===== src/rtl/muldiv_sequencer_if.sv =====
// Request/response bundle between the pipeline and the multiply/divide sequencer.
// Handshake: start is a request accepted on any edge where the engine is not BUSY; done is the one-cycle response.
interface muldiv_sequencer_if #(
  parameter int WIDTH = 16
);
  logic             start;
  logic             op_div;
  logic [WIDTH-1:0] op_a;
  logic [WIDTH-1:0] op_b;
  logic             stall;
  logic             busy;
  logic             done;
  logic [WIDTH-1:0] result_lo;
  logic [WIDTH-1:0] result_hi;
  logic             w2_en;
  logic             err;

  modport master (
    output start, op_div, op_a, op_b,
    input  stall, busy, done, result_lo, result_hi, w2_en, err
  );

  modport slave (
    input  start, op_div, op_a, op_b,
    output stall, busy, done, result_lo, result_hi, w2_en, err
  );
endinterface


===== src/rtl/muldiv_sequencer.sv =====
// Iterative shift-add multiply / restoring divide, one step per clock, WIDTH steps per op.
// Optional build macro MULDIV_SIGNED_EN: two's-complement operands with sign fixup on entry to DONE.
module muldiv_sequencer #(
  parameter int WIDTH = 16
) (
  input  logic                clk,
  input  logic                rst_n,
  muldiv_sequencer_if.slave   bus,
  output logic [1:0]          dbg_state
);

  localparam int CW = $clog2(WIDTH);

  typedef enum logic [1:0] {
    S_IDLE = 2'd0,
    S_BUSY = 2'd1,
    S_DONE = 2'd2
  } state_t;

  state_t           state;
  logic [CW-1:0]    cnt;
  logic             div_q;
  logic [WIDTH-1:0] mcand;   // multiplicand or divisor
  logic [WIDTH-1:0] acc;     // product upper half or partial remainder
  logic [WIDTH-1:0] mplr;    // multiplier / product lower half, or quotient

  logic [WIDTH:0]   mul_sum;
  logic [WIDTH:0]   rem_sh;
  logic [WIDTH:0]   rem_diff;
  logic [WIDTH-1:0] nxt_hi, nxt_lo;
  logic [WIDTH-1:0] fix_hi, fix_lo;
  logic [WIDTH-1:0] mag_a, mag_b;
  logic             last;

  always_comb begin
    mul_sum  = {1'b0, acc} + (mplr[0] ? {1'b0, mcand} : '0);
    rem_sh   = {acc, mplr[WIDTH-1]};
    rem_diff = rem_sh - {1'b0, mcand};
    if (div_q) begin
      // Top bit of the difference is the borrow: set means rem < divisor.
      if (!rem_diff[WIDTH]) begin
        nxt_hi = rem_diff[WIDTH-1:0];
        nxt_lo = {mplr[WIDTH-2:0], 1'b1};
      end else begin
        nxt_hi = rem_sh[WIDTH-1:0];
        nxt_lo = {mplr[WIDTH-2:0], 1'b0};
      end
    end else begin
      nxt_hi = mul_sum[WIDTH:1];
      nxt_lo = {mul_sum[0], mplr[WIDTH-1:1]};
    end
  end

`ifdef MULDIV_SIGNED_EN
  logic               neg_p;  // product sign, or quotient sign for divide
  logic               neg_r;  // remainder follows the dividend
  logic [2*WIDTH-1:0] prod;
  logic [2*WIDTH-1:0] prod_f;

  always_comb begin
    mag_a  = bus.op_a[WIDTH-1] ? -bus.op_a : bus.op_a;
    mag_b  = bus.op_b[WIDTH-1] ? -bus.op_b : bus.op_b;
    prod   = {nxt_hi, nxt_lo};
    prod_f = neg_p ? -prod : prod;
    if (div_q) begin
      fix_lo = neg_p ? -nxt_lo : nxt_lo;
      fix_hi = neg_r ? -nxt_hi : nxt_hi;
    end else begin
      fix_lo = prod_f[WIDTH-1:0];
      fix_hi = prod_f[2*WIDTH-1:WIDTH];
    end
  end
`else
  always_comb begin
    mag_a  = bus.op_a;
    mag_b  = bus.op_b;
    fix_lo = nxt_lo;
    fix_hi = nxt_hi;
  end
`endif

  assign last      = (cnt == CW'(WIDTH - 1));
  assign bus.stall = (state == S_BUSY) | bus.start;
  assign dbg_state = state;

  always_ff @(posedge clk) begin
    if (!rst_n) begin
      state         <= S_IDLE;
      cnt           <= '0;
      div_q         <= 1'b0;
      mcand         <= '0;
      acc           <= '0;
      mplr          <= '0;
      bus.busy      <= 1'b0;
      bus.done      <= 1'b0;
      bus.w2_en     <= 1'b0;
      bus.err       <= 1'b0;
      bus.result_lo <= '0;
      bus.result_hi <= '0;
`ifdef MULDIV_SIGNED_EN
      neg_p         <= 1'b0;
      neg_r         <= 1'b0;
`endif
    end else begin
      case (state)
        S_BUSY: begin
          acc  <= nxt_hi;
          mplr <= nxt_lo;
          cnt  <= cnt + CW'(1);
          if (last) begin
            state         <= S_DONE;
            bus.busy      <= 1'b0;
            bus.done      <= 1'b1;
            bus.w2_en     <= 1'b1;
            bus.err       <= 1'b0;
            bus.result_lo <= fix_lo;
            bus.result_hi <= fix_hi;
          end
        end
        default: begin
          if (bus.start) begin
            div_q <= bus.op_div;
            cnt   <= '0;
            acc   <= '0;
            mcand <= bus.op_div ? mag_b : mag_a;
            mplr  <= bus.op_div ? mag_a : mag_b;
`ifdef MULDIV_SIGNED_EN
            neg_p <= bus.op_a[WIDTH-1] ^ bus.op_b[WIDTH-1];
            neg_r <= bus.op_a[WIDTH-1];
`endif
            if (bus.op_div && (bus.op_b == '0)) begin
              // Divide-by-zero skips the iteration and reports immediately.
              state         <= S_DONE;
              bus.busy      <= 1'b0;
              bus.done      <= 1'b1;
              bus.w2_en     <= 1'b1;
              bus.err       <= 1'b1;
              bus.result_lo <= '1;
              bus.result_hi <= bus.op_a;
            end else begin
              state     <= S_BUSY;
              bus.busy  <= 1'b1;
              bus.done  <= 1'b0;
              bus.w2_en <= 1'b0;
              bus.err   <= 1'b0;
            end
          end else begin
            state     <= S_IDLE;
            bus.done  <= 1'b0;
            bus.w2_en <= 1'b0;
            bus.err   <= 1'b0;
          end
        end
      endcase
    end
  end

endmodule


===== src/flat_wrapper.sv =====
// flat-port wrapper written by rule: the top's interface ports become plain ports
module muldiv_sequencer_flat 
#(
  parameter int WIDTH = 16
)
  (clk, rst_n, dbg_state, bus_start, bus_op_div, bus_op_a, bus_op_b, bus_stall, bus_busy, bus_done, bus_result_lo, bus_result_hi, bus_w2_en, bus_err);
  muldiv_sequencer_if #(.WIDTH(WIDTH)) bus_i ();
  input  logic clk;
  input  logic rst_n;
  output logic [1:0] dbg_state;
  input wire logic [$bits(bus_i.start)-1:0] bus_start;
  input wire logic [$bits(bus_i.op_div)-1:0] bus_op_div;
  input wire logic [$bits(bus_i.op_a)-1:0] bus_op_a;
  input wire logic [$bits(bus_i.op_b)-1:0] bus_op_b;
  output wire logic [$bits(bus_i.stall)-1:0] bus_stall;
  output wire logic [$bits(bus_i.busy)-1:0] bus_busy;
  output wire logic [$bits(bus_i.done)-1:0] bus_done;
  output wire logic [$bits(bus_i.result_lo)-1:0] bus_result_lo;
  output wire logic [$bits(bus_i.result_hi)-1:0] bus_result_hi;
  output wire logic [$bits(bus_i.w2_en)-1:0] bus_w2_en;
  output wire logic [$bits(bus_i.err)-1:0] bus_err;
  assign bus_i.start = bus_start;
  assign bus_i.op_div = bus_op_div;
  assign bus_i.op_a = bus_op_a;
  assign bus_i.op_b = bus_op_b;
  assign bus_stall = bus_i.stall;
  assign bus_busy = bus_i.busy;
  assign bus_done = bus_i.done;
  assign bus_result_lo = bus_i.result_lo;
  assign bus_result_hi = bus_i.result_hi;
  assign bus_w2_en = bus_i.w2_en;
  assign bus_err = bus_i.err;
  muldiv_sequencer #(.WIDTH(WIDTH)) u_core (.clk(clk), .rst_n(rst_n), .bus(bus_i), .dbg_state(dbg_state));
endmodule

===== config.mk =====
export PLATFORM = sky130hd
export DESIGN_NAME = muldiv_sequencer_flat
export DESIGN_NICKNAME = d
export VERILOG_FILES = /design/src/rtl/muldiv_sequencer_if.sv /design/src/rtl/muldiv_sequencer.sv /design/src/flat_wrapper.sv
export SDC_FILE = /design/constraint.sdc
export NUM_CORES = 1
export LEC_CHECK = 0
export CAP_MARGIN = 30
export CORE_MARGIN = 2
export CORE_UTILIZATION = 56
export CTS_CLUSTER_SIZE = 14
export DETAILED_ROUTE_END_ITERATION = 8
export PLACE_DENSITY = 0.81
export SKIP_CTS_REPAIR_TIMING = 1
export SYNTH_ARGS = -nofsm -noshare
export SYNTH_HDL_FRONTEND = slang
export SYNTH_SLANG_ARGS = --single-unit

===== constraint.sdc =====
create_clock -name clk -period 3.9 [get_ports clk]
set_input_delay 0.975 -clock clk [delete_from_list [all_inputs] [get_ports clk]]
set_output_delay 0.975 -clock clk [all_outputs]
set_load 0.02 [all_outputs]

==> results by stage <==
Placement:
- The cell total after placement is 926.
- At the end of routability-driven placement, the weighted congestion stood at 1.010.
- Once placement finished, the instance area stood at 6751 sq um.
- At the placement stage, the worst setup path has a slack of 0.4832 ns.
- In this run the tool buffered the top-level ports with 74 buffer cells.
- Summed over all nets, the half-perimeter wirelength after detailed placement is 13300 um.

Synthesis:
- The proportion of synthesized flip-flops having asynchronous set or reset is 0%.
- The post-synthesis cell area is 5901 sq um.
- The number of nets in the synthesized netlist is 820.
- Ranked by instance count, the synthesized netlist is headed by 110 x nor2_1, 89 x dfxtp_1, 79 x a21oi_1.
- The most common cell in the synthesized netlist is nor2_1.
- The warning count from the yosys run is 0.
- After synthesis, the largest area contributor takes up 30.20% of total cell area.
- Synthesis produced a netlist whose cell count is 749.
- After synthesis, the netlist uses 65 different library cells.
- Sorting the synthesized cells by area gives the leading types as dfxtp_1 30%, mux2i_1 8.3%, ha_1 7.0%, nor2_1 7.0%, a21oi_1 6.7%.
- The cell accounting for the most synthesized area is dfxtp_1.
- A synthesized cell averages 7.878 sq um.
- The share of synthesized area occupied by flip-flops and latches is 30.20%.
- The most used flip-flop cell after synthesis is dfxtp_1.
- The number of storage elements in the synthesis netlist is 89.
- The number of synthesized flops with an enable pin is 0.

Clocking:
- The clock transition time at the flip-flop clock pins of the worst setup and hold paths is 0.09 ns.
- Clock latency on the worst-skew pair, taken at its later pin, is 0.37 ns.
- The buffer cell driving the clock tree root is clkbuf_8.
- The longest clock path from root to sink contains 2 buffers.
- Counting the buffers created by CTS gives 9.
- TritonCTS built the clock tree.
- The count of clock tree sinks is 89.
- The H-tree depth is 3.

STA:
- The worst hold slack is 0.4799 ns.
- The max-slew violation total from the final report was 0.
- Setup violations remaining at the end of the flow were counted as 0.
- The upper clock frequency limit is 283.4 MHz.
- The actual slew at the worst max-slew pin is 0.6550 ns.
- The relative max-transition margin is 56.04%.
- The final setup skew is 0.01283 ns.
- In the post-route analysis, the smallest setup slack over all paths is 0.3716 ns.
- Setup repair after global routing left no endpoint under its margin.
- The time the worst path needs with I/O delays and setup is 3.528 ns.
- The final critical-path share of the clock period is 90.47%.
- Summed over all failing endpoints, the final setup total negative slack is 0 ns.
- The number of hold violations in the final report was 0.

Critical path:
- The critical setup path kind is reg -> reg.
- For the worst setup path, the data required time is 4.21 ns.
- The startpoint kind of the worst setup timing path is a register.
- Data arrives at the worst endpoint at 3.84 ns.
- Of all nets on the critical path, the largest fanout is 9.
- For the worst flop-to-flop path, the logic depth is 11.
- STA classifies the critical path endpoint as a register.

Floorplan:
- The number of top-level pins is 75.
- From bottom edge to top edge, the die measures 106.7 um.
- The site row count is 37.
- For this configuration, the core starts out at a cell density of 57.41%.
- The width of the chip is 106.7 um.
- The floorplan die area is 11370 sq um.
- The area of the core region is 10280 sq um.

Routing:
- The detailed-route vias per instance is 6.294.
- The detailed-routing iteration count for the pre-antenna-repair pass is 5.
- Wires add up to 17800 um.
- The post-route DRC violation count is 0.
- The detail route stage leaves a number of antenna-violating nets equal to 0.
- The wire length per cell after detailed routing is 18.90 um.
- The final route contains 5929 vias.
- For this block, the initial DRC count from the detailed router was 428.

Cells and area:
- From synthesis to final layout, the design area changed by 17.47%.
- In the final layout, the multi-input gates occupy 3855 sq um.
- The total of fill cells in the finished design is 902.
- The number of antenna diodes in the final layout is 0.
- The layout cell share with drive strength beyond 1 is 6.328%.
- After routing the design area is 6932 sq um.
- The final layout contains 872 nets.
- The count of cells in the finished layout, fillers not included, comes to 942.
- The area occupied by registers is 1783 sq um.

Hold path:
- The path class of the tightest hold or removal check is reg -> reg.
- The hold path depth is 2.

Global routing:
- The pin count of the biggest net entering global routing is 53.
- The number of global-route vias before repair is 5441.
- The wire length of the first global-routing pass is 28280 um.
- In the global route stage, overall resource usage came out at 31.78%.
- The number of antenna violations at the first check in global routing was 0.
- The overall overflow remaining after global route is 0.

Flow run:
- The max-cap violation count is 0.

Power:
- The power density relative to cell area is 314.3 nW/um^2.
- The worst-case IR drop observed on VDD is 0.2777 mV.
- The static leakage power is 2.697 nW.

Run status:
- The run finished with clean final reports.
-- state kept, by name, indices dropped and copies added, names as in the netlist --
name,cells
u_core.bus.err,1
u_core.dbg_state,1
u_core.div_q,1
u_core.bus.busy,1
u_core.acc,16
u_core.mcand,16
u_core.bus.done,1
u_core.bus.result_hi,16
u_core.cnt,4
u_core.bus.result_lo,16
u_core.mplr,16
-- layout by cell type, fill, tap and decap left out, types with 7 or more instances in the layout --
cell / count
a211o_1: 7
a211oi_1: 24
a21oi_1: 79
a311oi_1: 22
a31oi_1: 13
and2_1: 24
buf_4: 14
clkbuf_8: 10
clkdlybuf4s50_1: 73
dfxtp_1: 88
ha_1: 33
inv_1: 20
mux2i_1: 49
nand2_1: 47
nand2b_1: 10
nand3_1: 16
nor2_1: 109
nor3_1: 7
o211ai_1: 10
o21ai_0: 40
xnor2_1: 12
xor2_1: 7
-- per-layer routing --
layer | GRT usage (%) | share of wire [%]
met1 | 43.35 | 43
met2 | 50.59 | 45
met3 | 4.681 | 8.6
met4 | 12.80 | 3.3
met5 | 0 | 0
-- worst max-delay path: stages (launching register included) --
cell and delay, ns:
dfxtp_1 0.38, inv_1 0.08, ha_1 0.23, fa_1 0.47, nand2b_1 0.19, a21oi_2 0.30
o2111ai_4 0.22, a211o_1 0.52, nand2_2 0.27, nand2_1 0.07, a311oi_1 0.50, o311a_1 0.24
-- final timing paths --
| check | to | startpoint | slack, ns |
|---|---|---|---|
| max | u_core.bus.result_hi[10] | u_core.mplr[15] | 0.37 |
| min | u_core.bus.result_hi[0] | u_core.bus.result_hi[0] | 0.48 |
| max reg2reg | u_core.bus.result_hi[10] | u_core.mplr[15] | 0.37 |
| min reg2reg | u_core.bus.result_hi[0] | u_core.bus.result_hi[0] | 0.48 |
-- metrics by stage --
stage	utilization (%)	power, mW
detailed placement	65.69	1.577
CTS	67.45	2.164
global placement	65.69	1.562
finish	67.45	2.179
floorplan	-	1.399
global route	67.45	2.273
-- report_power, final --
part | internal (mW) | leakage [nW] | switching [mW]
clock | 0.253 | 0.0899 | 0.351
combinational | 0.233 | 1.88 | 0.346
sequential | 0.947 | 0.726 | 0.0489
total | 1.43 | 2.70 | 0.746
-- cell type report --
cell class	instances	area share [%]
multi-input cells	590	55.61
flip-flops and latches	89	25.72
repair buffers	89	12.42
well taps	136	2.455
clock buffers	11	2.040
inverters	22	1.191
clock inverters	5	0.5596
-- logic make-up after synthesis --
logic type,count (synthesis),synth area share (%)
xor+xnor,19,2.820
simple gates,245,19.15
buf+inv,70,4.601
compound gates,240,26.87
flops,89,30.20
mux,51,8.694
fa+ha+maj,35,7.676
(Power assumes the default switching activity.)
